File: src/rtl/regfile_pkg.sv
// Shared register-file geometry and write-port arbitration types.
// Used by the write arbiter and by the register file itself.
package regfile_pkg;

  localparam int REG_AW         = 5;
  localparam int REG_DW         = 32;
  localparam int STARVE_LIM_DEF = 3;

  typedef enum logic [1:0] {
    GNT_NONE = 2'd0,
    GNT_A    = 2'd1,
    GNT_B    = 2'd2
  } grant_e;

  // Register 0 is hardwired; writes to it are accepted but never enabled.
  function automatic logic wr_enabled(input logic [REG_AW-1:0] addr);
    return (addr != {REG_AW{1'b0}});
  endfunction

endpackage

File: src/rtl/regfile_wr_arb.sv
// Two-requester register-file write-port arbiter. A (ALU) has priority.
// B (load/mul) is forced through after STARVE_LIM consecutive lost cycles.
module regfile_wr_arb
  import regfile_pkg::*;
#(
  parameter int STARVE_LIM = STARVE_LIM_DEF
)
(
  input  logic              CLK,
  input  logic              RST,
  input  logic              a_valid,
  input  logic [REG_AW-1:0] a_addr,
  input  logic [REG_DW-1:0] a_data,
  output logic              a_ready,
  input  logic              b_valid,
  input  logic [REG_AW-1:0] b_addr,
  input  logic [REG_DW-1:0] b_data,
  output logic              b_ready,
  output logic              ew,
  output logic [REG_AW-1:0] rw,
  output logic [REG_DW-1:0] busW,
  output logic              starved
);

  localparam int            CW  = (STARVE_LIM < 1) ? 1 : $clog2(STARVE_LIM + 1);
  localparam logic [CW-1:0] LIM = CW'(STARVE_LIM);

  logic [CW-1:0]     r_cnt;
  logic              r_ew;
  logic [REG_AW-1:0] r_rw;
  logic [REG_DW-1:0] r_busW;

  grant_e            w_grant;
  logic              w_lim;
  logic [REG_AW-1:0] w_addr;
  logic [REG_DW-1:0] w_data;

  assign w_lim   = (r_cnt == LIM);
  assign starved = w_lim;
  assign a_ready = (w_grant == GNT_A);
  assign b_ready = (w_grant == GNT_B);
  assign ew      = r_ew;
  assign rw      = r_rw;
  assign busW    = r_busW;

  // Grant selection: A wins contention until B has lost STARVE_LIM cycles in a row.
  always_comb begin
    w_grant = GNT_NONE;
    if (RST) begin
      w_grant = GNT_NONE;
    end else if (a_valid && b_valid) begin
      w_grant = w_lim ? GNT_B : GNT_A;
    end else if (a_valid) begin
      w_grant = GNT_A;
    end else if (b_valid) begin
      w_grant = GNT_B;
    end else begin
      w_grant = GNT_NONE;
    end
  end

  // Write-port mux; with no grant the A side is selected but never loaded.
  always_comb begin
    w_addr = a_addr;
    w_data = a_data;
    case (w_grant)
      GNT_A: begin
        w_addr = a_addr;
        w_data = a_data;
      end
      GNT_B: begin
        w_addr = b_addr;
        w_data = b_data;
      end
      default: begin
        w_addr = a_addr;
        w_data = a_data;
      end
    endcase
  end

  // Starvation counter: counts B's consecutive lost cycles, saturating at the limit.
  always_ff @(posedge CLK) begin
    if (RST) begin
      r_cnt <= {CW{1'b0}};
    end else if (b_valid && !b_ready) begin
      r_cnt <= w_lim ? r_cnt : (r_cnt + CW'(1));
    end else begin
      r_cnt <= {CW{1'b0}};
    end
  end

  // Registered write port; address/data hold when nothing is granted.
  always_ff @(posedge CLK) begin
    if (RST) begin
      r_ew   <= 1'b0;
      r_rw   <= {REG_AW{1'b0}};
      r_busW <= {REG_DW{1'b0}};
    end else if (w_grant != GNT_NONE) begin
      r_ew   <= wr_enabled(w_addr);
      r_rw   <= w_addr;
      r_busW <= w_data;
    end else begin
      r_ew   <= 1'b0;
      r_rw   <= r_rw;
      r_busW <= r_busW;
    end
  end

endmodule

File: config.mk
export PLATFORM = sky130hd
export DESIGN_NAME = regfile_wr_arb
export DESIGN_NICKNAME = d
export VERILOG_FILES = /design/src/rtl/regfile_pkg.sv /design/src/rtl/regfile_wr_arb.sv
export SDC_FILE = /design/constraint.sdc
export NUM_CORES = 1
export LEC_CHECK = 0
export ABC_AREA = 0
export ABC_CLOCK_PERIOD_IN_PS = 1780
export CORE_MARGIN = 3
export CORE_UTILIZATION = 36
export CTS_BUF_LIST = sky130_fd_sc_hd__clkbuf_8 sky130_fd_sc_hd__clkbuf_16
export DETAILED_ROUTE_END_ITERATION = 7
export PLACE_DENSITY = 0.9
export SKIP_LAST_GASP = 1
export SLEW_MARGIN = 20
export SYNTH_ARGS = -nofsm -noshare
export SYNTH_HDL_FRONTEND = slang
export SYNTH_SLANG_ARGS = --single-unit
File: constraint.sdc
create_clock -name CLK -period 1.78 [get_ports CLK]
set_input_delay 0.178 -clock CLK [delete_from_list [all_inputs] [get_ports CLK]]
set_output_delay 0.178 -clock CLK [all_outputs]
set_load 0.01 [all_outputs]
==> run_results.csv, run 1 <==
group,metric,value,unit
worst_setup_path,crit_arrival,1.45,ns
timing,slew_headroom,68.7,%
floorplan,pin_count,119,
cells_and_area,antenna_cells,0,
global_routing,grt_max_degree,40,
timing,slew_violations,0,
routing,drt-initial-drc-count,116,
floorplan,placementRows,25,
logic_synthesis,yosysUniqueCellTypes,18,
cells_and_area,areaGrowthSynthToFinish,74.9,%
logic_synthesis,yosys-top-cells-count,"40 x dfxtp_1, 39 x inv_1, 37 x a2111oi_0, 37 x a221o_1, 16 x clkbuf_1",
worst_setup_path,critPathKind,"reg -> out",
logic_synthesis,yosysMostFrequentCell,"dfxtp_1",
global_routing,grtUsageMet1,24.4,%
routing,wl_per_cell,16.9,um
worst_setup_path,required,1.60,ns
cts,clk_pin_slew,0.08,ns
floorplan,dieHeight,77.8,um
worst_setup_path,reg2reg_from,"r_cnt[0]",
placement,placed_area,0.00312,mm2
power_and_ir_drop,powerDensity,713,mW/mm2
power_and_ir_drop,total_power,2310,uW
worst_setup_path,critPathLaunch,"r_cnt[0]",
timing,rsz0062_at_grt,"no",
logic_synthesis,yosysTopAreaCellShare,43.2,%
global_routing,antenna_found_initial,0,
cells_and_area,utilization,66.9,%
floorplan,die_x,77.8,um
floorplan,core_area,0.00485,mm2
cts,clk_latency,0.28,ns
timing,final_hold_viol_count,0,
routing,vias_per_cell,5.49,
cts,hold_buffers,0,
run,maxCapViolations,0,
placement,gp_congestion,0.759,
cells_and_area,drive_gt1_share,6.86,%
cts,clock_path_buffers,2,
routing,ant_nets,0,
logic_synthesis,synth_ff_type,"dfxtp_1",
global_routing,use_met2,39.1,%
worst_setup_path,cp-start-kind,"register",
routing,routed_wl,6.29,mm
placement,dp_hpwl,4.58,mm
worst_setup_path,crit_fanout,3,
worst_hold_path,min_path_type,"reg -> reg",
logic_synthesis,syn_nets,271,
timing,setup_violations,0,
placement,post-place-ws,-0.208,ns
power_and_ir_drop,leakage,0.00132,uW
worst_setup_path,endpoint_kind,"output pin",
routing,dr.pass1.iters,4,
logic_synthesis,synth_area,0.00186,mm2
worst_hold_path,hp-start,"r_cnt[0]",
global_routing,globalRoute.totalOverflow,0,
global_routing,grt_util_met3,5.68,%
global_routing,grt_busiest_layer,"met2",
cells_and_area,nNetsFinal,385,
outcome,status,"complete, no violations",
logic_synthesis,yosysTopAreaCell,"dfxtp_1",
logic_synthesis,avgSynthCellArea,9.71,um2
timing,fin_ws,0.153,ns
logic_synthesis,synth_edf_count,0,
cts,htreeDepth,2,
cells_and_area,stdcell_area,0.00325,mm2
timing,skew,0.00422,ns
cts,cts_made_buffers,5,
timing,finalCriticalPeriod,1.63,ns
timing,max_freq,615,MHz
global_routing,grt_usage,21.3,%
floorplan,die_area,0.00605,mm2
timing,whs,0.458,ns
cells_and_area,seqCellArea,801,um2
logic_synthesis,synthArstFlopShare,0,%
placement,numPortBuffers,118,
floorplan,start_util,38.3,%
logic_synthesis,yosys_warnings,0,
cts,cts_root_buf,"clkbuf_8",
logic_synthesis,syn_inst,191,
global_routing,grt_pass1_wl,10.4,mm
cells_and_area,multi_input_area,807,um2
logic_synthesis,yosys_register_bits,40,
logic_synthesis,ys_seq_area_share,43.2,%
power_and_ir_drop,ir_drop,0.377,mV
routing,vias,2046,
timing,tightest_slew,0.458,ns
cts,clock-sinks,40,
timing,period_share,91.4,%
routing,drc,0,
logic_synthesis,yosys-top-cells-area,"dfxtp_1 43%, a221o_1 20%, a2111oi_0 17%, inv_1 7.9%, clkbuf_1 3.2%",
cells_and_area,fillCellCount,403,
cts,cts_tree,"done",
global_routing,grt_pass1_vias,2127,
==> per-stage QoR <==
step | setup TNS, ns | std cells
after floorplan | 0 | 191
after global placement | -0.157 | 365
after detailed placement | -0.244 | 365
after CTS | 0 | 373
after global routing | 0 | 373
final | 0 | 373
==> final timing paths <==
| kind | slack (ns) | cells past startpoint | endpoint |
|---|---|---|---|
| setup reg to reg | 0.24 | 4 | busW[27] |
| hold reg to reg | 0.46 | 1 | r_cnt[0] |
| hold / removal | 0.46 | 1 | r_cnt[0] |
| setup / recovery | 0.15 | 3 | b_ready |
==> cell usage in the layout, fill, tap and decap left out <==
master | synthesis | final
o211a_1 | 1 | 1
nor2_1 | 1 | 1
clkdlybuf4s50_1 | 0 | 116
nor2b_1 | 1 | 1
dlygate4sd2_1 | 0 | 2
a22o_1 | 1 | 1
nand3_1 | 1 | 1
bufinv_16 | 0 | 1
nor3b_1 | 1 | 1
a2111oi_0 | 37 | 37
nor3_1 | 3 | 3
inv_1 | 39 | 39
nor3_4 | 0 | 1
buf_4 | 0 | 11
ha_1 | 2 | 2
dfxtp_1 | 40 | 40
buf_12 | 0 | 1
a21boi_1 | 0 | 1
nand2_1 | 2 | 2
clkbuf_8 | 0 | 7
a221o_1 | 37 | 37
==> logic make-up (layout without fill, tap and decap cells) <==
kind of cell / Yosys count / count (layout) / share of synthesized area, %
AO/OA/AOI/OAI: 77 / 77 / 38.8
adder cells (fa/ha/maj): 2 / 2 / 1.35
buffers and inverters: 62 / 177 / 13.7
flip-flops: 40 / 40 / 43.2
AND/OR/NAND/NOR: 10 / 10 / 2.97
==> state kept, by name (all words and copies together), names as in the netlist <==
signal / flops
busW: 32
ew: 1
r_cnt: 2
rw: 5
==> routing by layer <==
| layer | wire (um) | vias up |
|---|---|---|
| met3 | 471 | 7 |
| met1 | 2510 | 962 |
| met2 | 3250 | 99 |
| met5 | 0 | - |
| li1 | - | 978 |
| met4 | 61 | 0 |
==> layout make-up <==
class,count,area share (%)
well taps,67,2.58
inverters,39,4.51
flip-flops and latches,40,24.7
clock buffers,7,2.97
repair buffers,130,39.5
clock inverters,1,0.925
multi-input cells,89,24.9
==> critical path: stages (launching register included) <==
cell	delay [ns]
dfxtp_1	0.33
ha_1	0.23
o211a_1	0.29
dlygate4sd2_1	0.32
==> report_power, final <==
part | switching, uW | internal [uW] | total [uW]
logic | 185 | 331 | 516
clock network | 307 | 495 | 802
registers | 36.4 | 960 | 996
==> repair_timing <==
action / 4_1_cts / 5_1_grt
endpoints found under the setup margin: 2 / 0
buffers inserted: 0 / 0
resized for setup: 3 / 0
(Power assumes the default switching activity.)
==> inputs of run 2 (changes only) <==
CORE_UTILIZATION = 37   (was 36)
CTS_BUF_LIST = sky130_fd_sc_hd__clkbuf_4   (was sky130_fd_sc_hd__clkbuf_8 sky130_fd_sc_hd__clkbuf_16)
PLACE_DENSITY = 0.92   (was 0.9)
SETUP_SLACK_MARGIN = 0.5   (was default)
==> run 2 against run 1 <==
Combinational power up 8.1%. Final cell count rose by 2.7%. Routed wire length rose by 13%. Cell area up 8.2%. Sequential share of layout area shrank 1.7 points. Via count grew 5.0%. Global-route usage grew 2.2 points. Sequential cell count unchanged. Critical path depth increased by 1. Non-clock buffer count up 10. Utilization up 6.4 points. Highest routed layer unchanged.
==> run_results.csv, run 2 (synthesis gave the netlist of run 1 again) <==
group,metric,value,unit
outcome,status,"complete, no violations",
worst_setup_path,cp-start-kind,"register",
timing,tightest_slew,0.434,ns
floorplan,placementRows,25,
routing,drt-initial-drc-count,103,
global_routing,grt_pass1_wl,11.1,mm
timing,finalCriticalPeriod,1.46,ns
power_and_ir_drop,leakage,0.00154,uW
routing,drc,0,
worst_hold_path,hold_depth,4,
worst_hold_path,min_to,"r_cnt[0]",
placement,numPortBuffers,118,
timing,max_freq,683,MHz
worst_setup_path,r2r_cells,5,
global_routing,antenna_found_initial,0,
cts,cts_root_buf,"clkbuf_4",
timing,whs,0.226,ns
floorplan,dieHeight,76.8,um
placement,post-place-ws,-0.241,ns
worst_setup_path,reg2reg_to,"rw[1]",
worst_setup_path,required,1.60,ns
cts,htreeDepth,2,
power_and_ir_drop,ir_drop,0.271,mV
worst_setup_path,crit_arrival,1.29,ns
worst_setup_path,cpMaxStageDelayCell,"dfxtp_2",
cells_and_area,drive_gt1_share,20.9,%
worst_setup_path,slowest_delay,0.36,ns
cells_and_area,nNetsFinal,395,
cts,clk_pin_slew,0.11,ns
global_routing,grt_usage,23.5,%
worst_setup_path,endpoint_kind,"output pin",
global_routing,grt_pass1_vias,2193,
timing,final_hold_viol_count,0,
timing,setup_violations,0,
cts,clock-sinks,40,
timing,fin_ws,0.316,ns
routing,ant_nets,0,
routing,routed_wl,7.13,mm
cts,clock_path_buffers,2,
timing,slew_headroom,71.0,%
timing,period_share,82.3,%
worst_hold_path,min_path_type,"in -> reg",
cells_and_area,antenna_cells,0,
worst_setup_path,crit_fanout,6,
floorplan,die_area,0.00590,mm2
routing,vias_per_cell,5.61,
floorplan,pin_count,119,
worst_setup_path,r2r_slack,0.32,ns
placement,gp_congestion,0.728,
worst_setup_path,reg2reg_from,"r_cnt[1]",
routing,wl_per_cell,18.6,um
floorplan,start_util,38.8,%
cells_and_area,utilization,73.4,%
timing,slew_violations,0,
cts,cts_made_buffers,5,
cells_and_area,areaGrowthSynthToFinish,89.3,%
cells_and_area,largest_reg_flops,32,
power_and_ir_drop,powerDensity,576,mW/mm2
global_routing,globalRoute.totalOverflow,0,
cells_and_area,final_cell_mix,"74 x clkdlybuf4s50_1, 39 x inv_1, 38 x dfxtp_1, 38 x dlygate4sd2_1, 37 x a221o_1",
worst_setup_path,critPathKind,"reg -> out",
cts,cts_tree,"done",
cts,clk_latency,0.34,ns
floorplan,die_x,76.8,um
floorplan,core_area,0.00479,mm2
placement,dp_hpwl,4.67,mm
timing,skew,0.00518,ns
cells_and_area,final_common_cell,"clkdlybuf4s50_1",
global_routing,grt_max_degree,38,
run,maxCapViolations,0,
worst_hold_path,hp-start,"RST",
routing,dr.pass1.iters,6,
routing,vias,2149,
timing,rsz0062_at_grt,"yes",
worst_setup_path,path_cells,"ha_4, buf_8, a21boi_4, buf_6",
==> run 2: cell types whose count changed in the layout (fill, tap and decap cells not counted), moves of 3 or more <==
cell / before / now
a2111oi_1: 0 / 11
dlygate4sd2_1: 2 / 38
a2111oi_0: 37 / 0
a2111oi_2: 0 / 24
dlymetal6s2s_1: 0 / 3
clkbuf_8: 7 / 0
buf_6: 0 / 7
clkbuf_4: 0 / 7
buf_4: 11 / 14
clkdlybuf4s50_1: 116 / 74
==> run 2: report_power, final <==
part / leakage (uW) / internal (uW) / switching [uW]
combinational: 0.00117 / 322 / 236
sequential: 0.000333 / 959 / 34.4
clock: 0.0000338 / 183 / 290
total: 0.00154 / 1460 / 560
==> run 2: area by class of cell <==
| cell class | instances | area [um2] |
|---|---|---|
| inverter | 39 | 146 |
| timing repair buffer | 140 | 1370 |
| fill | 376 | 1270 |
| multi-input combinational | 89 | 1050 |
| sequential | 40 | 806 |
| tap | 67 | 83.8 |
| clock inverter | 1 | 3.75 |
| clock buffer | 7 | 52.6 |
==> run 2: worst max-delay path, delay by kind of cell, from the launching register on <==
kind	cells	cell delay, ns
compound gates	1	0.15
fa+ha+maj	1	0.17
flops	1	0.36
buf+inv	2	0.26
==> run 2: per-stage QoR <==
step           area, um2  std cells  power, uW  setup TNS (ns)
2_1_floorplan       1870        191       1180               0
3_3_place_gp        3150        367       1520           -1.60
3_5_place_dp        3150        367       1540           -2.62
4_1_cts             3350        383       1990               0
5_1_grt             3510        383       2120               0
6_report            3510        383       2020               0
==> run 2: worst max-delay path by stage <==
stage               endpoint  slack [ns]     start
floorplan            busW[0]        0.41  r_cnt[0]
global placement     a_ready       -0.16   a_valid
detailed placement   a_ready       -0.24   a_valid
CTS                  a_ready        0.30  r_cnt[0]
global route         a_ready        0.26  r_cnt[1]
finish               a_ready        0.32  r_cnt[1]
==> run 2: repair_timing <==
item                       in CTS  in global routing
hold buffers                    0                  0
gates resized for setup       103                 38
pin swaps                       4                  3
buffers inserted                8                  0
setup endpoints to repair      79                 41
==> run 2: per-layer routing <==
layer	GRT usage [%]	part of all wire (%)	vias up	routed length [um]
met5	0	0	-	0
met4	8.88	1.5	0	110
met3	5.87	6.9	14	489
met2	42.2	53	90	3750
met1	26.4	39	1040	2780
li1	-	-	1005	-
